**config.mk**
```make
export PLATFORM = sky130hd
export DESIGN_NAME = si3000_codec_emu
export DESIGN_NICKNAME = d
export VERILOG_FILES = /design/src/rtl/si3000_pkg.sv /design/src/rtl/si3000_sclk_gen.sv /design/src/rtl/si3000_codec_emu.sv
export SDC_FILE = /design/constraint.sdc
export NUM_CORES = 1
export LEC_CHECK = 0
export ABC_CLOCK_PERIOD_IN_PS = 2750
export BUFFER_PORTS_ARGS = -buffer_cell sky130_fd_sc_hd__buf_2
export CAP_MARGIN = 20
export CORE_MARGIN = 3
export CORE_UTILIZATION = 45
export CTS_CLUSTER_SIZE = 24
export DETAILED_ROUTE_END_ITERATION = 8
export PLACE_DENSITY_LB_ADDON = 0.12
export SYNTH_ARGS = -nofsm -noshare
export SYNTH_HDL_FRONTEND = slang
export SYNTH_SLANG_ARGS = --single-unit
```
**constraint.sdc**
```tcl
create_clock -name clk -period 2.75 [get_ports clk]
set_input_delay 0 -clock clk [delete_from_list [all_inputs] [get_ports clk]]
set_output_delay 0 -clock clk [all_outputs]
set_load 0.02 [all_outputs]
```
**src/rtl/si3000_pkg.sv**
```systemverilog
// Shared types and secondary-word field layout for the Si3000 codec-side emulator.
package si3000_pkg;

   typedef enum logic [1:0] {
      S_IDLE,
      S_PRI,
      S_GAP,
      S_SEC
   } state_t;

   localparam int unsigned SEC_RW_BIT   = 13;
   localparam int unsigned SEC_ADDR_MSB = 12;
   localparam int unsigned SEC_ADDR_LSB = 8;
   localparam int unsigned SEC_DATA_MSB = 7;
   localparam int unsigned SEC_DATA_LSB = 0;

   localparam int unsigned REG_COUNT  = 32;
   localparam int unsigned REG_ADDR_W = $clog2(REG_COUNT);
   localparam int unsigned REG_DATA_W = 8;

endpackage

```
**src/rtl/si3000_sclk_gen.sv**
```systemverilog
// SCLK divider: toggles SCLK every SCLK_DIV clks and flags the clk before each edge.
module si3000_sclk_gen #(
   parameter int unsigned SCLK_DIV = 8
) (
   input  logic clk,
   input  logic reset_n,
   input  logic sync_reset,
   output logic sclk,
   output logic rise_tick_c,
   output logic fall_tick_c
);

   localparam int unsigned CNT_W = $clog2(SCLK_DIV);

   logic [CNT_W-1:0] cnt;
   logic             last_c;

   // Ticks lead the SCLK edge by one clk so pin updates land on the same edge.
   assign last_c      = (cnt == CNT_W'(SCLK_DIV - 1));
   assign rise_tick_c = last_c && !sclk;
   assign fall_tick_c = last_c && sclk;

   always_ff @(posedge clk or negedge reset_n) begin
      if (!reset_n) begin
         cnt  <= '0;
         sclk <= 1'b0;
      end else if (sync_reset) begin
         cnt  <= '0;
         sclk <= 1'b0;
      end else if (last_c) begin
         cnt  <= '0;
         sclk <= ~sclk;
      end else begin
         cnt <= cnt + 1'b1;
      end
   end

endmodule

```
**src/rtl/si3000_codec_emu.sv**
```systemverilog
// Codec side of the Si3000 serial port (DIM 0): frame generation, sample shifting
// and secondary-frame access to a 32x8 control register file.
module si3000_codec_emu
   import si3000_pkg::*;
#(
   parameter int unsigned SCLK_DIV    = 8,
   parameter int unsigned FRAME_SCLKS = 128,
   parameter int unsigned WORD_SIZE   = 16
) (
   input  logic                  clk,
   input  logic                  reset_n,
   input  logic                  sync_reset,
   input  logic                  enable,
   input  logic [WORD_SIZE-1:0]  tx_sample,
   output logic                  tx_grasp,
   output logic [WORD_SIZE-1:0]  rx_sample,
   output logic                  rx_valid,
   output logic                  ctrl_wr,
   output logic [REG_ADDR_W-1:0] ctrl_addr,
   output logic [REG_DATA_W-1:0] ctrl_data,
   output logic                  Si3000_SCLK,
   output logic                  Si3000_FSYNC_N,
   output logic                  Si3000_SDO,
   input  logic                  Si3000_SDI
);

   localparam int unsigned POS_W     = $clog2(FRAME_SCLKS + 1);
   localparam int unsigned BIT_W     = $clog2(WORD_SIZE);
   localparam int unsigned HALF_BITS = WORD_SIZE / 2;

   logic                  rise_tick_c;
   logic                  fall_tick_c;
   logic [1:0]            sdi_sync;
   state_t                state;
   logic [POS_W-1:0]      pos;
   logic [BIT_W-1:0]      bit_cnt;
   logic [WORD_SIZE-1:0]  tx_shift;
   logic [WORD_SIZE-1:0]  rx_shift;
   logic                  sec_req;
   logic [REG_DATA_W-1:0] regs [REG_COUNT];

   logic [WORD_SIZE-1:0]  rx_next_c;
   logic [POS_W-1:0]      pos_next_c;
   logic [REG_ADDR_W-1:0] mid_addr_c;
   logic [REG_ADDR_W-1:0] sec_addr_c;
   logic [REG_DATA_W-1:0] sec_data_c;
   logic                  wrap_c;
   logic                  start_pri_c;

   si3000_sclk_gen #(.SCLK_DIV(SCLK_DIV)) u_sclk_gen (
      .clk         (clk),
      .reset_n     (reset_n),
      .sync_reset  (sync_reset),
      .sclk        (Si3000_SCLK),
      .rise_tick_c (rise_tick_c),
      .fall_tick_c (fall_tick_c)
   );

   always_ff @(posedge clk or negedge reset_n) begin
      if (!reset_n) sdi_sync <= '0;
      else          sdi_sync <= {sdi_sync[0], Si3000_SDI};
   end

   // After the 8th fall only the upper byte is in, so the address sits HALF_BITS lower.
   assign rx_next_c   = {rx_shift[WORD_SIZE-2:0], sdi_sync[1]};
   assign pos_next_c  = pos + 1'b1;
   assign mid_addr_c  = rx_next_c[SEC_ADDR_MSB-HALF_BITS:SEC_ADDR_LSB-HALF_BITS];
   assign sec_addr_c  = rx_next_c[SEC_ADDR_MSB:SEC_ADDR_LSB];
   assign sec_data_c  = rx_next_c[SEC_DATA_MSB:SEC_DATA_LSB];
   assign wrap_c      = (state == S_GAP) && (pos_next_c == POS_W'(FRAME_SCLKS));
   assign start_pri_c = rise_tick_c && enable && ((state == S_IDLE) || wrap_c);

   always_ff @(posedge clk or negedge reset_n) begin
      if (!reset_n) begin
         state          <= S_IDLE;
         pos            <= '0;
         bit_cnt        <= '0;
         tx_shift       <= '0;
         rx_shift       <= '0;
         sec_req        <= 1'b0;
         tx_grasp       <= 1'b0;
         rx_valid       <= 1'b0;
         ctrl_wr        <= 1'b0;
         rx_sample      <= '0;
         ctrl_addr      <= '0;
         ctrl_data      <= '0;
         Si3000_FSYNC_N <= 1'b1;
         Si3000_SDO     <= 1'b0;
         for (int i = 0; i < REG_COUNT; i++) regs[i] <= '0;
      end else if (sync_reset) begin
         state          <= S_IDLE;
         pos            <= '0;
         bit_cnt        <= '0;
         tx_shift       <= '0;
         rx_shift       <= '0;
         sec_req        <= 1'b0;
         tx_grasp       <= 1'b0;
         rx_valid       <= 1'b0;
         ctrl_wr        <= 1'b0;
         Si3000_FSYNC_N <= 1'b1;
         Si3000_SDO     <= 1'b0;
      end else begin
         tx_grasp <= 1'b0;
         rx_valid <= 1'b0;
         ctrl_wr  <= 1'b0;
         if (start_pri_c) begin
            state          <= S_PRI;
            pos            <= '0;
            bit_cnt        <= '0;
            tx_shift       <= {tx_sample[WORD_SIZE-2:0], 1'b0};
            tx_grasp       <= 1'b1;
            Si3000_FSYNC_N <= 1'b0;
            Si3000_SDO     <= tx_sample[WORD_SIZE-1];
         end else begin
            case (state)
               S_PRI, S_SEC: begin
                  if (rise_tick_c) begin
                     pos        <= pos_next_c;
                     Si3000_SDO <= tx_shift[WORD_SIZE-1];
                     tx_shift   <= {tx_shift[WORD_SIZE-2:0], 1'b0};
                  end
                  if (fall_tick_c) begin
                     rx_shift <= rx_next_c;
                     bit_cnt  <= bit_cnt + 1'b1;
                     // Register contents replace the still-unsent low byte of the reply.
                     if (state == S_SEC && bit_cnt == BIT_W'(HALF_BITS - 1))
                        tx_shift[WORD_SIZE-1 -: REG_DATA_W] <= regs[mid_addr_c];
                     if (bit_cnt == BIT_W'(WORD_SIZE - 1)) begin
                        state <= S_GAP;
                        if (state == S_PRI) begin
                           rx_sample <= rx_next_c;
                           rx_valid  <= 1'b1;
                           sec_req   <= rx_next_c[0];
                        end else begin
                           sec_req   <= 1'b0;
                           ctrl_addr <= sec_addr_c;
                           if (rx_next_c[SEC_RW_BIT]) begin
                              ctrl_data <= regs[sec_addr_c];
                           end else begin
                              regs[sec_addr_c] <= sec_data_c;
                              ctrl_data        <= sec_data_c;
                              ctrl_wr          <= 1'b1;
                           end
                        end
                     end
                  end
               end
               S_GAP: begin
                  if (rise_tick_c) begin
                     pos            <= pos_next_c;
                     Si3000_FSYNC_N <= 1'b1;
                     Si3000_SDO     <= 1'b0;
                     if (wrap_c) begin
                        state <= S_IDLE;
                        pos   <= '0;
                     end else if (pos_next_c == POS_W'(FRAME_SCLKS / 2) && sec_req) begin
                        state          <= S_SEC;
                        bit_cnt        <= '0;
                        tx_shift       <= '0;
                        Si3000_FSYNC_N <= 1'b0;
                     end
                  end
               end
               default: ;
            endcase
         end
      end
   end

endmodule

```
# Word level (Yosys, flattened, before mapping)
# Cells that the tools add are included.
# classes
bitwise_logic	7
n_lt_le_gt_ge	3
add_sub_neg	3
n_reduce_logical	30
n_mux	80
eq_ne	16
# ops
cell	count
$bwmux W256	1
$mux W8	13
$mux W16	6
$bmux W8 S5	2
$mux W15	4
$demux W8 S5	1
$mux W1	33
$pmux W16 S2	1
$mux W4	6
$ne A4 B4 Y1 const B	5
$pmux W8 S2	1
$reduce_and A5 Y1	3
$mux W2	7
$ge A6 B6 Y1 const B	2
$not A5 Y6	2
$reduce_and A6 Y1	2
$add A8 B1 Y8 const B	1
$eq A8 B7 Y1 const B	1
$eq A8 B8 Y1 const B	1
$logic_and A1 B1 Y1	8
$pmux W4 S2	1
$reduce_and A4 Y1	2
$reduce_bool A2 Y1	4
$reduce_and A7 Y1	1
23 further kinds	31
# totals
elab_cells	189
ff_bits	342
output_inout_bits	35
input_bits	21

# Longest topological paths before layout
# logic_depth
ltp_word	9
ltp_mapped	11
mapped_depth_nobuf	8

# Modules after synthesis
# From an unflattened synthesis, not the netlist that was laid out.
# unflattened
hier_cells	1319
area_unflattened_um2	17783.3
# by_module_without_submodules
mod	cells_each	seq_area_each_um2	area_each_um2	n_inst
si3000_codec_emu	1306	8434.3	17614.4	1
si3000_sclk_gen	13	100.1	168.9	1

# Worst setup path before layout
# No wires, ideal clock.
# synth_path
path_type	register -> register
startpoint	register pos[1]
endpoint	register tx_shift[2]
synth_period_minus_slack_ns	2.645
path_stages_with_launch	10
setup_time_ns	0.125
arrival_ns	2.520
setup_slack_ns	0.105
path_buffers	2
required_time_ns	2.625
cell_sequence	dfrtp_1 > ha_1 > and3_1 > clkbuf_2 > and3_1 > a211oi_1 > or2_2 > clkbuf_2 > a221oi_4 > mux2_2
# synth_between
elab_chain_cells	7
word_cells_on_any_way	15
cone_classes	1 x add/sub; 6 x eq/ne; 2 x mux; 6 x reduce/logical
# synth_rtl
element	line_no	source
start: declaration	si3000_codec_emu.sv:35	logic [POS_W-1:0] pos;
start signal: assignment	si3000_codec_emu.sv:118	pos <= pos_next_c;
start signal: assignment	si3000_codec_emu.sv:150	pos <= pos_next_c;
$add A8 B1 Y8 *	si3000_codec_emu.sv:66	assign pos_next_c = pos + 1'b1;
$eq A8 B8 Y1	si3000_codec_emu.sv:70	assign wrap_c = (state == S_GAP) && (pos_next_c == POS_W'(FRAME_SCLKS));
$logic_and A1 B1 Y1	si3000_codec_emu.sv:70	
$logic_or A1 B1 Y1	si3000_codec_emu.sv:71	assign start_pri_c = rise_tick_c && enable && ((state == S_IDLE) || wrap_c);
$logic_and A1 B1 Y1	si3000_codec_emu.sv:71	
$ne A4 B3 Y1 (no source line) (tied with other cells)	-	
$reduce_and A5 Y1 (no source line) / $mux W16 (equally long branches)	-	
end signal: assignment	si3000_codec_emu.sv:110	tx_shift <= {tx_sample[WORD_SIZE-2:0], 1'b0};
end signal: assignment	si3000_codec_emu.sv:120	tx_shift <= {tx_shift[WORD_SIZE-2:0], 1'b0};
end signal: indexed assignment	si3000_codec_emu.sv:127	tx_shift[WORD_SIZE-1 -: REG_DATA_W] <= regs[mid_addr_c];
end: declaration	si3000_codec_emu.sv:37	logic [WORD_SIZE-1:0] tx_shift;
# Every way passes the cells marked *; elsewhere a longest branch is shown, timed or not.
# A chain may end at the register's enable or synchronous reset.

# Final worst setup path
# layout_path
startpoint	register sdi_sync[1]
endpoint	register tx_shift[10]
# layout_between
elab_chain_cells	9
# layout_rtl
element	line_no	source
start: declaration	si3000_codec_emu.sv:33	logic [1:0] sdi_sync;
start signal: assignment	si3000_codec_emu.sv:61	else sdi_sync <= {sdi_sync[0], Si3000_SDI};
$not A5 Y6 (not written as such)	si3000_codec_emu.sv:127	
$bmux W8 S5	si3000_codec_emu.sv:127	
$mux W8 (not written as such) (2 in a row)	si3000_codec_emu.sv:127	
$mux W8	si3000_codec_emu.sv:126	if (state == S_SEC && bit_cnt == BIT_W'(HALF_BITS - 1))
$mux W8	si3000_codec_emu.sv:122	if (fall_tick_c) begin
$pmux W16 S2	si3000_codec_emu.sv:115	case (state)
$mux W16	si3000_codec_emu.sv:106	if (start_pri_c) begin
$mux W16	si3000_codec_emu.sv:90	end else if (sync_reset) begin
# No other way between the ends. The select of a mux whose other input is x is not followed.

==> reports/qor.yml <==
routing:
  post_drt_wl_per_cell_um: 26.3
  drt_iter0_drc: 1074
  drt-pass1-iter-count: 5
  avgViaCountPerCell: 6.12
  drt.antenna.violating_nets: 0
  routed_wirelength_um: 53700
  drc_errors: 0
  num_vias: 12500
power:
  leakage_nw: 9.41
  peakVddDrop_v: 0.000525
  power_density_mw_per_mm2: 503
global_route:
  grt_usage: 0.259
  antenna_found_initial: 0
  top_usage_layer: "met2"
  use_met2: 0.416
  grt_pass1_vias: 12600
  grt_first_pass_wirelength_um: 82300
  grt_max_degree: 106
  gr-total-overflow: 0
  use_met3: 0.0419
  met1_usage: 0.370
floorplan:
  die_w_um: 206
  coreArea_sq_mm: 0.0391
  io_pins: 56
  num_rows: 72
  initial_core_util: 0.461
  dieHeight_um: 206
  die_area_sq_mm: 0.0425
synth:
  synth_top_cell_by_area: "dfrtp_1"
  netlist_instances: 1365
  synth_commonest_cells: "340 x dfrtp_1, 273 x mux2_2, 120 x mux4_2, 120 x nand2_1, 69 x clkbuf_1"
  synth_most_common_cell: "dfrtp_1"
  yosysWarnings: 0
  synth_cell_type_count: 68
  syn-num-nets: 1391
  ys_seq_area_frac: 0.473
  synthesis.area_sq_mm: 0.0180
  synth_area_leaders: "dfrtp_1 47%, mux2_2 17%, mux4_2 15%"
  ys_ff_latch: 341
  post_synth.cell_area_avg_sq_um: 13.2
  ys.flop_type: "dfrtp_1"
  async_reset_ff_frac: 1.00
  synth-edff-count: 0
  netlist.area_leader.share: 0.472
placed_design:
  numPortBuffers: 55
  place_area_sq_mm: 0.0197
  gp_congestion: 0.884
  place_hpwl_um: 36900
cts:
  numClockSinks: 341
  worstSkewPairLatency_ns: 0.55
  cts_tree: "built"
  clockRootBuffer: "clkbuf_16"
  cts-buffers-inserted: 40
  path_clk_slew_ns: 0.06
  clock_path_buffers: 3
  cts_max_level: 2
min_path:
  hp-class: "in2async"
timing:
  setup_viol: 0
  tightest_slew_ns: 1.06
  slew_headroom: 0.295
  finalHoldViolations: 0
  finalClockSkew_ns: 0.0124
  fmax_mhz: 375
  setup-tns-final_ns: 0
  finalMaxSlewViolations: 0
  fin_crit_ns: 2.67
  finalCritPeriodShare: 0.970
worst_setup_path:
  r2r_slack_ns: 0.08
  slowest_delay_ns: 0.55
  cp-start-kind: "register"
  rr_worst_depth: 6
  crit_required_ns: 3.18
  criticalPathCategory: "reg2reg"
  worstSetupEndpointType: "register"
  worstPathCellList: "buf_12 -> mux4_2 -> mux2i_1 -> o2111ai_1 -> a32o_1 -> mux2_2"
  worstPathMaxFanout: 11
  cpMaxStageDelayCell: "dfrtp_4"
  cp.arrival_ns: 3.10
  cp_num_buf_inv: 1
  rr_endpoint: "tx_shift[10]"
  crit_family: "multiplexers"
  r2r-start: "sdi_sync[1]"
cells_and_area:
  stdcell_area_sq_mm: 0.0213
  fin_nets: 1518
  drive_gt1_frac: 0.456
  syn2layout_area_growth_pct: 18.1
  n_antenna_cell: 0
status:
  status: "completed"
flow_run:
  cap_violations: 0
-- registers in the layout, indices dropped and copies added, names as in the netlist, 2 cells and up --
signal / count
bit_cnt: 4
ctrl_addr: 5
ctrl_data: 8
pos: 8
regs: 256
rx_sample: 16
rx_shift: 15
sdi_sync: 2
state: 2
tx_shift: 15
u_sclk_gen.cnt: 3
-- worst max-delay path by stage --
stage | from | endpoint | cells after the start | slack, ns
finish | sdi_sync[1] | tx_shift[10] | 6 | 0.08
global route | pos[0] | tx_shift[3] | 8 | -0.01
CTS | bit_cnt[0] | regs[83] | 8 | 0.01
detailed placement | bit_cnt[0] | regs[80] | 8 | 0.03
global placement | bit_cnt[0] | regs[80] | 8 | 0.05
floorplan | pos[1] | tx_shift[2] | 9 | 0.10
-- area by class of cell --
type / count / area, sq um
Timing Repair Buffer: 204 / 1690
Sequential cell: 341 / 8550
Clock inverter: 12 / 140
Clock buffer: 59 / 1180
Multi-Input combinational cell: 895 / 9030
Inverter: 10 / 37.5
Fill cell: 3275 / 17800
Tap cell: 518 / 648
-- placed cells by master (no fill, tap or decap), types with 29 or more instances in the layout --
cell / n
dfrtp_1: 334
mux2_2: 273
nand2_1: 120
mux4_2: 120
buf_4: 110
buf_2: 54
o21ai_0: 42
clkbuf_16: 41
mux2i_1: 36
a21oi_1: 29
-- through the flow --
step / cells / setup slack, ns / util / hold WS [ns] / power (mW)
2_1_floorplan: 1365 / 0.105 / - / -0.296 / 5.21
3_3_place_gp: 1947 / 0.0536 / 0.504 / 0.116 / 5.40
3_5_place_dp: 1947 / 0.0272 / 0.504 / 0.120 / 5.41
4_1_cts: 2038 / 0.0136 / 0.543 / 0.105 / 10.8
5_1_grt: 2039 / -0.0111 / 0.544 / 0.123 / 11.1
6_report: 2039 / 0.0827 / 0.544 / 0.125 / 10.7
-- repair_timing --
item / CTS / global route
hold buffers: 20 / 0
endpoints found under the setup margin: 0 / 210
buffers inserted: 0 / 1
endpoints found under the hold margin: 119 / 0
resized for setup: 0 / 12
-- power by group --
group | switching, mW | internal (mW) | leakage (nW)
sequential | 0.00663 | 5.03 | 4.75
combinational | 0.187 | 0.111 | 4.02
clock | 2.12 | 3.25 | 0.651
total | 2.31 | 8.39 | 9.41
-- kinds of logic after synthesis --
family,Yosys count,synth area share
muxes,431,0.342
AOI/OAI and AO/OA,186,0.0734
DFF,341,0.473
and+or+nand+nor,272,0.0778
buffers and inverters,129,0.0296
adders and majority gates,5,0.00347
xor gates and xnor gates,1,0.000486
-- metal layers --
| metal | up-vias | share of wire |
|---|---|---|
| met2 | 374 | 0.48 |
| met1 | 6570 | 0.44 |
| met4 | 0 | 0.026 |
| met3 | 90 | 0.054 |
| met5 | - | 0 |
| li1 | 5453 | - |
(Power assumes the default switching activity.)
